## config.mk

```make
export PLATFORM = sky130hd
export DESIGN_NAME = baggage_drop_ctrl
export DESIGN_NICKNAME = d
export VERILOG_FILES = /design/src/rtl/baggage_drop_ctrl.sv
export SDC_FILE = /design/constraint.sdc
export NUM_CORES = 1
export LEC_CHECK = 0
export CAP_MARGIN = 5
export CORE_ASPECT_RATIO = 2
export CORE_MARGIN = 2
export CORE_UTILIZATION = 44
export CTS_CLUSTER_SIZE = 25
export DETAILED_ROUTE_END_ITERATION = 10
export GPL_ROUTABILITY_DRIVEN = 0
export PLACE_DENSITY = 0.81
export SYNTH_ARGS = -nofsm -noshare
export SYNTH_HDL_FRONTEND = slang
export SYNTH_SLANG_ARGS = --single-unit
```

## constraint.sdc

```tcl
create_clock -name clk -period 2.57 [get_ports clk]
set_input_delay 0.514 -clock clk [delete_from_list [all_inputs] [get_ports clk]]
set_output_delay 0.514 -clock clk [all_outputs]
set_load 0.01 [all_outputs]
```

## src/rtl/baggage_drop_ctrl.sv

```systemverilog
// rtl/baggage_drop_ctrl.sv - clocked baggage-drop controller with qualified request, timed pulse, lockout and 7-segment status
//
// Purpose:
//   Qualifies a level drop request over QUAL_CYCLES cycles, compares the actual
//   temperature against the limit, fires a DROP_CYCLES-long actuator pulse and
//   then locks out re-triggering for at least HOLD_CYCLES cycles and until the
//   request is released. Shows "cold", "drop", " hot" or "----" on four digits.
//
// Ports:
//   clk            in  1      rising-edge clock
//   rst            in  1      synchronous active-high reset
//   t_act          in  WIDTH  actual temperature (unsigned)
//   t_lim          in  WIDTH  limit temperature (unsigned)
//   drop_en        in  1      drop request (level)
//   seven_seg1..4  out 7      digit segments {g,f,e,d,c,b,a}, active-high
//   drop_activated out 1      actuator pulse
//   busy           out 1      high in QUAL, DROP and LOCK
//
// Configuration:
//   BAGGAGE_DROP_HYST_EN  when defined, leaving HOT needs t_lim >= t_act + HYST.

module baggage_drop_ctrl #(
  parameter int WIDTH       = 16,
  parameter int QUAL_CYCLES = 4,
  parameter int DROP_CYCLES = 8,
  parameter int HOLD_CYCLES = 16,
  parameter int HYST        = 2
) (
  input  logic             clk,
  input  logic             rst,
  input  logic [WIDTH-1:0] t_act,
  input  logic [WIDTH-1:0] t_lim,
  input  logic             drop_en,
  output logic [6:0]       seven_seg1,
  output logic [6:0]       seven_seg2,
  output logic [6:0]       seven_seg3,
  output logic [6:0]       seven_seg4,
  output logic             drop_activated,
  output logic             busy
);

  // Parameter sanity; also the only use of HYST when hysteresis is compiled out.
  if (QUAL_CYCLES < 1) begin : g_bad_qual
    $error("QUAL_CYCLES must be >= 1");
  end
  if (DROP_CYCLES < 1) begin : g_bad_drop
    $error("DROP_CYCLES must be >= 1");
  end
  if (HOLD_CYCLES < 1) begin : g_bad_hold
    $error("HOLD_CYCLES must be >= 1");
  end
  if (HYST < 0) begin : g_bad_hyst
    $error("HYST must be >= 0");
  end

  localparam int CNT_MAX =
    (QUAL_CYCLES > DROP_CYCLES) ?
      ((QUAL_CYCLES > HOLD_CYCLES) ? QUAL_CYCLES : HOLD_CYCLES) :
      ((DROP_CYCLES > HOLD_CYCLES) ? DROP_CYCLES : HOLD_CYCLES);
  localparam int CW = $clog2(CNT_MAX + 1);

  localparam logic [CW-1:0] QUAL_LAST = CW'(QUAL_CYCLES - 1);
  localparam logic [CW-1:0] DROP_LAST = CW'(DROP_CYCLES - 1);
  localparam logic [CW-1:0] HOLD_LAST = CW'(HOLD_CYCLES - 1);

  // Segment patterns, concatenated seg1..seg4.
  localparam logic [27:0] SEG_COLD = {7'h39, 7'h5C, 7'h38, 7'h5E};
  localparam logic [27:0] SEG_DROP = {7'h5E, 7'h50, 7'h5C, 7'h73};
  localparam logic [27:0] SEG_HOT  = {7'h00, 7'h76, 7'h5C, 7'h78};
  localparam logic [27:0] SEG_LOCK = {7'h40, 7'h40, 7'h40, 7'h40};

  typedef enum logic [2:0] {
    S_COLD = 3'd0,
    S_QUAL = 3'd1,
    S_DROP = 3'd2,
    S_HOT  = 3'd3,
    S_LOCK = 3'd4
  } state_t;

  state_t        state;
  logic [CW-1:0] cnt;

  // Compares are done one bit wider so t_act + HYST never wraps.
  logic [WIDTH:0] act_ext;
  logic [WIDTH:0] lim_ext;
  logic [WIDTH:0] exit_thr;
  logic           not_hot;
  logic           cool;

  assign act_ext = {1'b0, t_act};
  assign lim_ext = {1'b0, t_lim};

`ifdef BAGGAGE_DROP_HYST_EN
  assign exit_thr = act_ext + (WIDTH + 1)'(HYST);
`else
  assign exit_thr = act_ext;
`endif

  assign not_hot = (lim_ext >= act_ext);
  assign cool    = (lim_ext >= exit_thr);

  // Registered output word for a state: {seg1, seg2, seg3, seg4, drop_activated, busy}.
  function automatic logic [29:0] outs_for(input state_t s);
    logic [29:0] o;
    o = {SEG_COLD, 1'b0, 1'b0};
    case (s)
      S_COLD:  o = {SEG_COLD, 1'b0, 1'b0};
      S_QUAL:  o = {SEG_COLD, 1'b0, 1'b1};
      S_DROP:  o = {SEG_DROP, 1'b1, 1'b1};
      S_HOT:   o = {SEG_HOT,  1'b0, 1'b0};
      S_LOCK:  o = {SEG_LOCK, 1'b0, 1'b1};
      default: o = {SEG_COLD, 1'b0, 1'b0};
    endcase
    return o;
  endfunction

  // Outputs are loaded together with each state transition so they always
  // match the state register and never see inputs combinationally.
  always_ff @(posedge clk) begin
    if (rst) begin
      state <= S_COLD;
      cnt   <= '0;
      {seven_seg1, seven_seg2, seven_seg3, seven_seg4, drop_activated, busy} <= outs_for(S_COLD);
    end else begin
      case (state)
        S_COLD: begin
          if (drop_en) begin
            state <= S_QUAL;
            cnt   <= '0;
            {seven_seg1, seven_seg2, seven_seg3, seven_seg4, drop_activated, busy} <= outs_for(S_QUAL);
          end
        end

        S_QUAL: begin
          if (!drop_en) begin
            state <= S_COLD;
            cnt   <= '0;
            {seven_seg1, seven_seg2, seven_seg3, seven_seg4, drop_activated, busy} <= outs_for(S_COLD);
          end else if (cnt == QUAL_LAST) begin
            // Temperatures are only looked at on this final qualifying edge.
            cnt <= '0;
            if (not_hot) begin
              state <= S_DROP;
              {seven_seg1, seven_seg2, seven_seg3, seven_seg4, drop_activated, busy} <= outs_for(S_DROP);
            end else begin
              state <= S_HOT;
              {seven_seg1, seven_seg2, seven_seg3, seven_seg4, drop_activated, busy} <= outs_for(S_HOT);
            end
          end else begin
            cnt <= cnt + 1'b1;
          end
        end

        S_DROP: begin
          // Committed: request and temperatures are ignored until the pulse ends.
          if (cnt == DROP_LAST) begin
            state <= S_LOCK;
            cnt   <= '0;
            {seven_seg1, seven_seg2, seven_seg3, seven_seg4, drop_activated, busy} <= outs_for(S_LOCK);
          end else begin
            cnt <= cnt + 1'b1;
          end
        end

        S_LOCK: begin
          // cnt saturates at HOLD_LAST; from then on only a released request exits.
          if (cnt != HOLD_LAST) begin
            cnt <= cnt + 1'b1;
          end else if (!drop_en) begin
            state <= S_COLD;
            cnt   <= '0;
            {seven_seg1, seven_seg2, seven_seg3, seven_seg4, drop_activated, busy} <= outs_for(S_COLD);
          end
        end

        S_HOT: begin
          if (!drop_en) begin
            state <= S_COLD;
            cnt   <= '0;
            {seven_seg1, seven_seg2, seven_seg3, seven_seg4, drop_activated, busy} <= outs_for(S_COLD);
          end else if (cool) begin
            state <= S_QUAL;
            cnt   <= '0;
            {seven_seg1, seven_seg2, seven_seg3, seven_seg4, drop_activated, busy} <= outs_for(S_QUAL);
          end
        end

        default: begin
          state <= S_COLD;
          cnt   <= '0;
          {seven_seg1, seven_seg2, seven_seg3, seven_seg4, drop_activated, busy} <= outs_for(S_COLD);
        end
      endcase
    end
  end

endmodule

```

Word level (Yosys, flattened, before mapping)
Cells that the tools add are included.
- multiplexer cells: 70
- reduce and logical (&&, ||, !) cells: 3
- equal/unequal tests: 14
- magnitude comparators: 1
- $add $sub $neg: 1
- operator list (cell ; number):
    7-bit two-way mux ; 30
    7-bit one-hot mux with 5 select lines ; 4
    5-bit two-way mux ; 8
    5-bit one-hot mux with 5 select lines ; 1
    3-bit two-way mux ; 8
    16-bit greater-or-equal comparator ; 1
    3-bit one-hot mux with 5 select lines ; 1
    1-bit two-way mux ; 14
    1-bit one-hot mux with 5 select lines ; 2
    3-bit inequality test (second input constant) ; 3
    2-bit inequality test (second input constant) ; 4
    3-bit by 2-bit equality test with 1-bit output (second input constant) ; 2
    6-bit two-way mux ; 1
    6-bit AND reduction ; 1
    5-bit by 1-bit adder with 5-bit output (second input constant) ; 1
    5-bit by 2-bit equality test with 1-bit output (second input constant) ; 1
    5-bit by 3-bit equality test with 1-bit output (second input constant) ; 1
    5-bit by 4-bit inequality test with 1-bit output (second input constant) ; 1
    4-bit two-way mux ; 1
    3-bit by 1-bit equality test with 1-bit output (second input constant) ; 1
    3-bit equality test (second input constant) ; 1
    3-bit logical NOT ; 1
    3-bit AND reduction ; 1
- output and inout port bits: 30
- register bits: 38
- bits of input ports: 35
- word-level logic and storage cells: 97

Depth between registers and ports, before layout
Gate-level depths: netlist (run 1).
- word-level depth: 5
- mapped depth: 10
- mapped depth without buffers: 9

Worst setup path before layout (run 1)
Ideal clock, no wire load.
- path kind: input to register
- start: in t_lim[0]
- end: reg seven_seg3[6]
- setup slack: 197 ps
- library setup time: 115 ps
- path buffers: 1
- arrival: 2259 ps
- required time: 2455 ps
- cell stages on the path: 9
- cells stage by stage: inv_1 > ha_1 > nand2b_4 > a2111oi_4 > nor4_4 > nor4_4 > buf_6 > nor2_1 > o21a_1
- word-level cells in the longest chain between the ends: 3
- ends and longest elaborated chain (element ; line ; text):
    from (decl) ; 32 ; input logic [WIDTH-1:0] t_lim,
    16-bit greater-or-equal comparator ; 100 ; assign cool = (lim_ext >= exit_thr);
    3-bit inequality test (no source line) ; - ;
    6-bit AND reduction (no source line) ; - ;
    to (signal assigned) ; 123 ; {seven_seg1, seven_seg2, seven_seg3, seven_seg4, drop_activated, busy} <= outs_for(S_COLD);
    to (signal assigned) ; 130 ; {seven_seg1, seven_seg2, seven_seg3, seven_seg4, drop_activated, busy} <= outs_for(S_QUAL);
    to (signal assigned) ; 138 ; {seven_seg1, seven_seg2, seven_seg3, seven_seg4, drop_activated, busy} <= outs_for(S_COLD);
    to (decl) ; 36 ; output logic [6:0] seven_seg3,
No other way between the ends.
A chain may end at the register's enable or synchronous reset.

Final worst setup path (run 1)
- start: in t_act[3]
- end: reg seven_seg3[2]
- word-level cells in the longest chain between the ends: 3
- ends and longest elaborated chain (element ; line ; text):
    from (decl) ; 31 ; input logic [WIDTH-1:0] t_act,
    16-bit greater-or-equal comparator ; 100 ;
    3-bit inequality test (no source line) ; - ;
    6-bit AND reduction (no source line) ; - ;
No other way between the ends.

==> results of run 1 <==
## cells by family after synthesis
| kind of cell | after synthesis |
|---|---|
| buffers and inverters | 46 |
| flip-flops | 18 |
| adder cells (fa/ha/maj) | 19 |
| AND/OR/NAND/NOR | 46 |
| other | 2 |
| AO/OA/AOI/OAI | 65 |
## synthesized netlist by cell type (2+ instances only)
cell / n / area share [%]
a21o_1: 2 / 0.91
nor2_1: 9 / 2.0
o311a_1: 2 / 1.2
nand2_1: 7 / 1.6
and3_1: 2 / 0.75
nand4_1: 2 / 0.75
o21a_1: 3 / 1.4
ha_1: 19 / 14
or3_1: 3 / 1.1
nand3_1: 3 / 0.91
nor4_4: 2 / 2.6
o21ai_1: 6 / 1.8
buf_4: 21 / 9.5
o21ai_0: 10 / 3.0
buf_2: 3 / 0.91
inv_1: 18 / 4.1
nand2b_1: 2 / 0.75
o221ai_1: 2 / 1.1
o211ai_1: 5 / 2.3
o21bai_1: 3 / 1.4
o21a_2: 2 / 1.1
a21oi_1: 15 / 4.5
conb_1: 2 / 0.45
buf_6: 2 / 1.4
o311ai_1: 2 / 1.1
nor3_1: 5 / 1.5
dfxtp_1: 18 / 22
## power groups by stage
stage          Clock [mW]  Combinational (mW)  Sequential (mW)
2_1_floorplan           0               0.501            0.404
3_3_place_gp            0               0.759            0.414
3_5_place_dp            0               0.773            0.417
4_1_cts             0.237               0.821            0.410
5_1_grt             0.242               0.968            0.428
6_report            0.225               0.905            0.415
## routing by layer
layer / GRT usage, % / share of wire (%) / up-vias
li1: - / - / 817
met1: 17.1 / 33 / 819
met2: 41.9 / 59 / 58
met3: 3.20 / 3.8 / 18
met4: 9.49 / 4.0 / 0
met5: 0 / 0 / -
## cells in the final DEF (no fill, tap or decap), drive strengths merged, types with 2 or more instances in the layout
master / instances
nand2b: 3
o311ai: 2
nand3: 3
dlymetal6s2s: 20
and3: 2
ha: 19
buf: 24
o21ai: 17
o211ai: 5
nor3: 5
clkbuf: 5
conb: 5
o21bai: 3
dfxtp: 18
inv: 18
clkdlybuf4s50: 39
nand4: 3
o21a: 5
or3: 4
a21o: 2
nor4: 2
a21oi: 16
o311a: 2
nand2: 7
o221ai: 2
nor2: 9
## cell type report
| cell class | count | area (µm²) |
|---|---|---|
| Inverter | 19 | 71.3 |
| Sequential cell | 18 | 360 |
| Clock buffer | 4 | 55.1 |
| Multi-Input combinational cell | 135 | 1240 |
| Fill cell | 250 | 933 |
| Tap cell | 49 | 61.3 |
| Timing Repair Buffer | 84 | 887 |
## stage by stage
stage / area [µm²] / TNS, ps / util (%) / power [mW] / hold slack, ps
after detailed placement: 2270 / -4080 / 62.9 / 1.19 / 470
final: 2670 / 0 / 74.1 / 1.54 / 477
after CTS: 2390 / -19.9 / 66.2 / 1.47 / 484
after floorplan: 1670 / 0 / - / 0.905 / 471
after global routing: 2670 / -92.9 / 74.1 / 1.64 / 497
after global placement: 2270 / -3030 / 62.9 / 1.17 / 458
## final timing paths
check,endpoint,slack [ps]
worst min-delay path,seven_seg3[6]$_SDFFE_PP0P_,480
worst max-delay path,seven_seg3[2]$_SDFFE_PP0P_,60
worst max register to register,seven_seg3[2]$_SDFFE_PP0P_,170
worst min register to register,seven_seg3[6]$_SDFFE_PP0P_,480
## state kept, by name (all words and copies together), names as in the netlist
name and cells:
seven_seg3 2, seven_seg1 4, seven_seg2 3, drop_activated 1, busy 1, state 2
cnt 5
## repair_timing
action / 4_1_cts / 5_1_grt
gates resized for setup: 4 / 53
buffers inserted: 3 / 3
endpoints found under the setup margin: 3 / 16
cloned: 0 / 1
pin swaps: 7 / 25
==> flow_metrics.env, run 1 <==
export IMPL_cp_top_family="simple AND/OR/NAND/NOR gates"
export IMPL_arrival_ps=2690
export IMPL_layout_setup_ws_ps=62.6
export IMPL_final_layout_size_suffix_gt1_share_pct=27.3
export IMPL_combPwrFrac_pct=58.6
export IMPL_grt_usage_pct=21.0
export IMPL_synth_avg_cell_area_um2=8.46
export IMPL_core_area_um2=3610
export IMPL_clock_power_share_pct=14.6
export IMPL_startpoint="t_act[3]"
export IMPL_crit_buf_inv=4
export IMPL_dp_cells=298
export IMPL_syn_to_final_growth_pct=61.3
export IMPL_dp_slack_ps=-346
export IMPL_clk_insertion_delay_late_ps=250
export IMPL_cts_buffers=3
export IMPL_synth_fa_ha_area_share_pct=14.3
export IMPL_synth_seq_area_share_pct=21.7
export IMPL_worstSetupPathDepth=11
export IMPL_startpoint_type="primary input"
export IMPL_max_freq_ghz=0.399
export IMPL_max_cap_violations=0
export IMPL_fin_skew_ps=4.42
export IMPL_grt_max_degree=14
export IMPL_htree_levels=1
export IMPL_reg2reg_from="cnt[0]$_SDFFE_PP0P_"
export IMPL_cp_max_fo=4
export IMPL_cts_root_buf="clkbuf_8"
export IMPL_setup_viol=0
export IMPL_synth_ff_latch_count=18
export IMPL_dieHeight_um=90.8
export IMPL_min_path_type="register to register"
export IMPL_via_per_inst=5.54
export IMPL_cp_end_kind="register"
export IMPL_grt_pass1_vias=1694
export IMPL_overflow=0
export IMPL_path_clk_slew_ps=70
export IMPL_critical_path_class="primary input to register"
export IMPL_grt_pass1_wl_um=6820
export IMPL_power_per_cell_area_nw_per_um2=578
export IMPL_critPathSlowestCell="clkdlybuf4s50_1"
export IMPL_vias=1712
export IMPL_die_x_um=47.4
export IMPL_p_seq_share_pct=26.8
export IMPL_clock_path_buffers=2
export IMPL_dr_pass1_iters=4
export IMPL_hold_path_cell_count=1
export IMPL_num_antenna_cells=0
export IMPL_peakVddDrop_mv=0.518
export IMPL_synth_xor_area_share_pct=0
export IMPL_post_drt_wl_per_cell_um=16.7
export IMPL_start_util_pct=46.0
export IMPL_dieArea_um2=4300
export IMPL_io_buffers=59
export IMPL_report_final_slew_viol_count=0
export IMPL_internal_power_mw=0.972
export IMPL_routed_wl_um=5160
export IMPL_ys_warn_count=0
export IMPL_drt_drc_violations_left=0
export IMPL_yosysUniqueCellTypes=53
export IMPL_worstHoldStart="seven_seg3[6]$_SDFFE_PP0P_"
export IMPL_cts_tree="built"
export IMPL_synth_edf_count=0
export IMPL_async_flop_share_pct=0
export IMPL_crit_top_cell="nor4_4"
export IMPL_syn_inst=196
export IMPL_drt_iter0_drc=44
export IMPL_io_pins=65
export IMPL_syn_area_um2=1660
export IMPL_post_route_period_util_pct=97.6
export IMPL_fin_cells=309
export IMPL_nNetsFinal=315
export IMPL_yosys_mux_area_fraction_pct=0
export IMPL_postCtsHoldBufs=0
export IMPL_slowest_delay_ps=450
export IMPL_synthSimpleGateAreaFrac_pct=18.3
export IMPL_reg2reg_depth=8
export IMPL_core_rowCount=31
export IMPL_period_needed_ps=2510
export IMPL_status="finished, final reports clean"
export IMPL_synth_top_family_by_area="compound AO/OA/AOI/OAI gates"
export IMPL_p_switching_mw=0.573
export IMPL_cts_sinks=18
export IMPL_path_cells="clkdlybuf4s50_1 > inv_1 > ha_2 > o21a_1 > nor2_2 > nor4_4 > nor4_4 > buf_4 > clkbuf_16 > or3_1 > a21oi_1"
export IMPL_switching_share_pct=37.1
export IMPL_hold_viol_final=0
export IMPL_crit_required_ps=2760
export IMPL_place_detailed_hpwl_um=3450
export IMPL_synth_flop_cell="dfxtp_1"
export IMPL_antenna_found_initial=0
export IMPL_antenna_left=0
export IMPL_synth_compound_area_share_pct=28.8
export IMPL_leakage_nw=1.24
No activity file was read; power rests on OpenSTA's default activity.
==> inputs of run 2 (changes only) <==
GPL_ROUTABILITY_DRIVEN = not set   (was 0)
==> results of run 2 <==
Same layout as run 1: the final DEF is identical, and so are final timing and power.
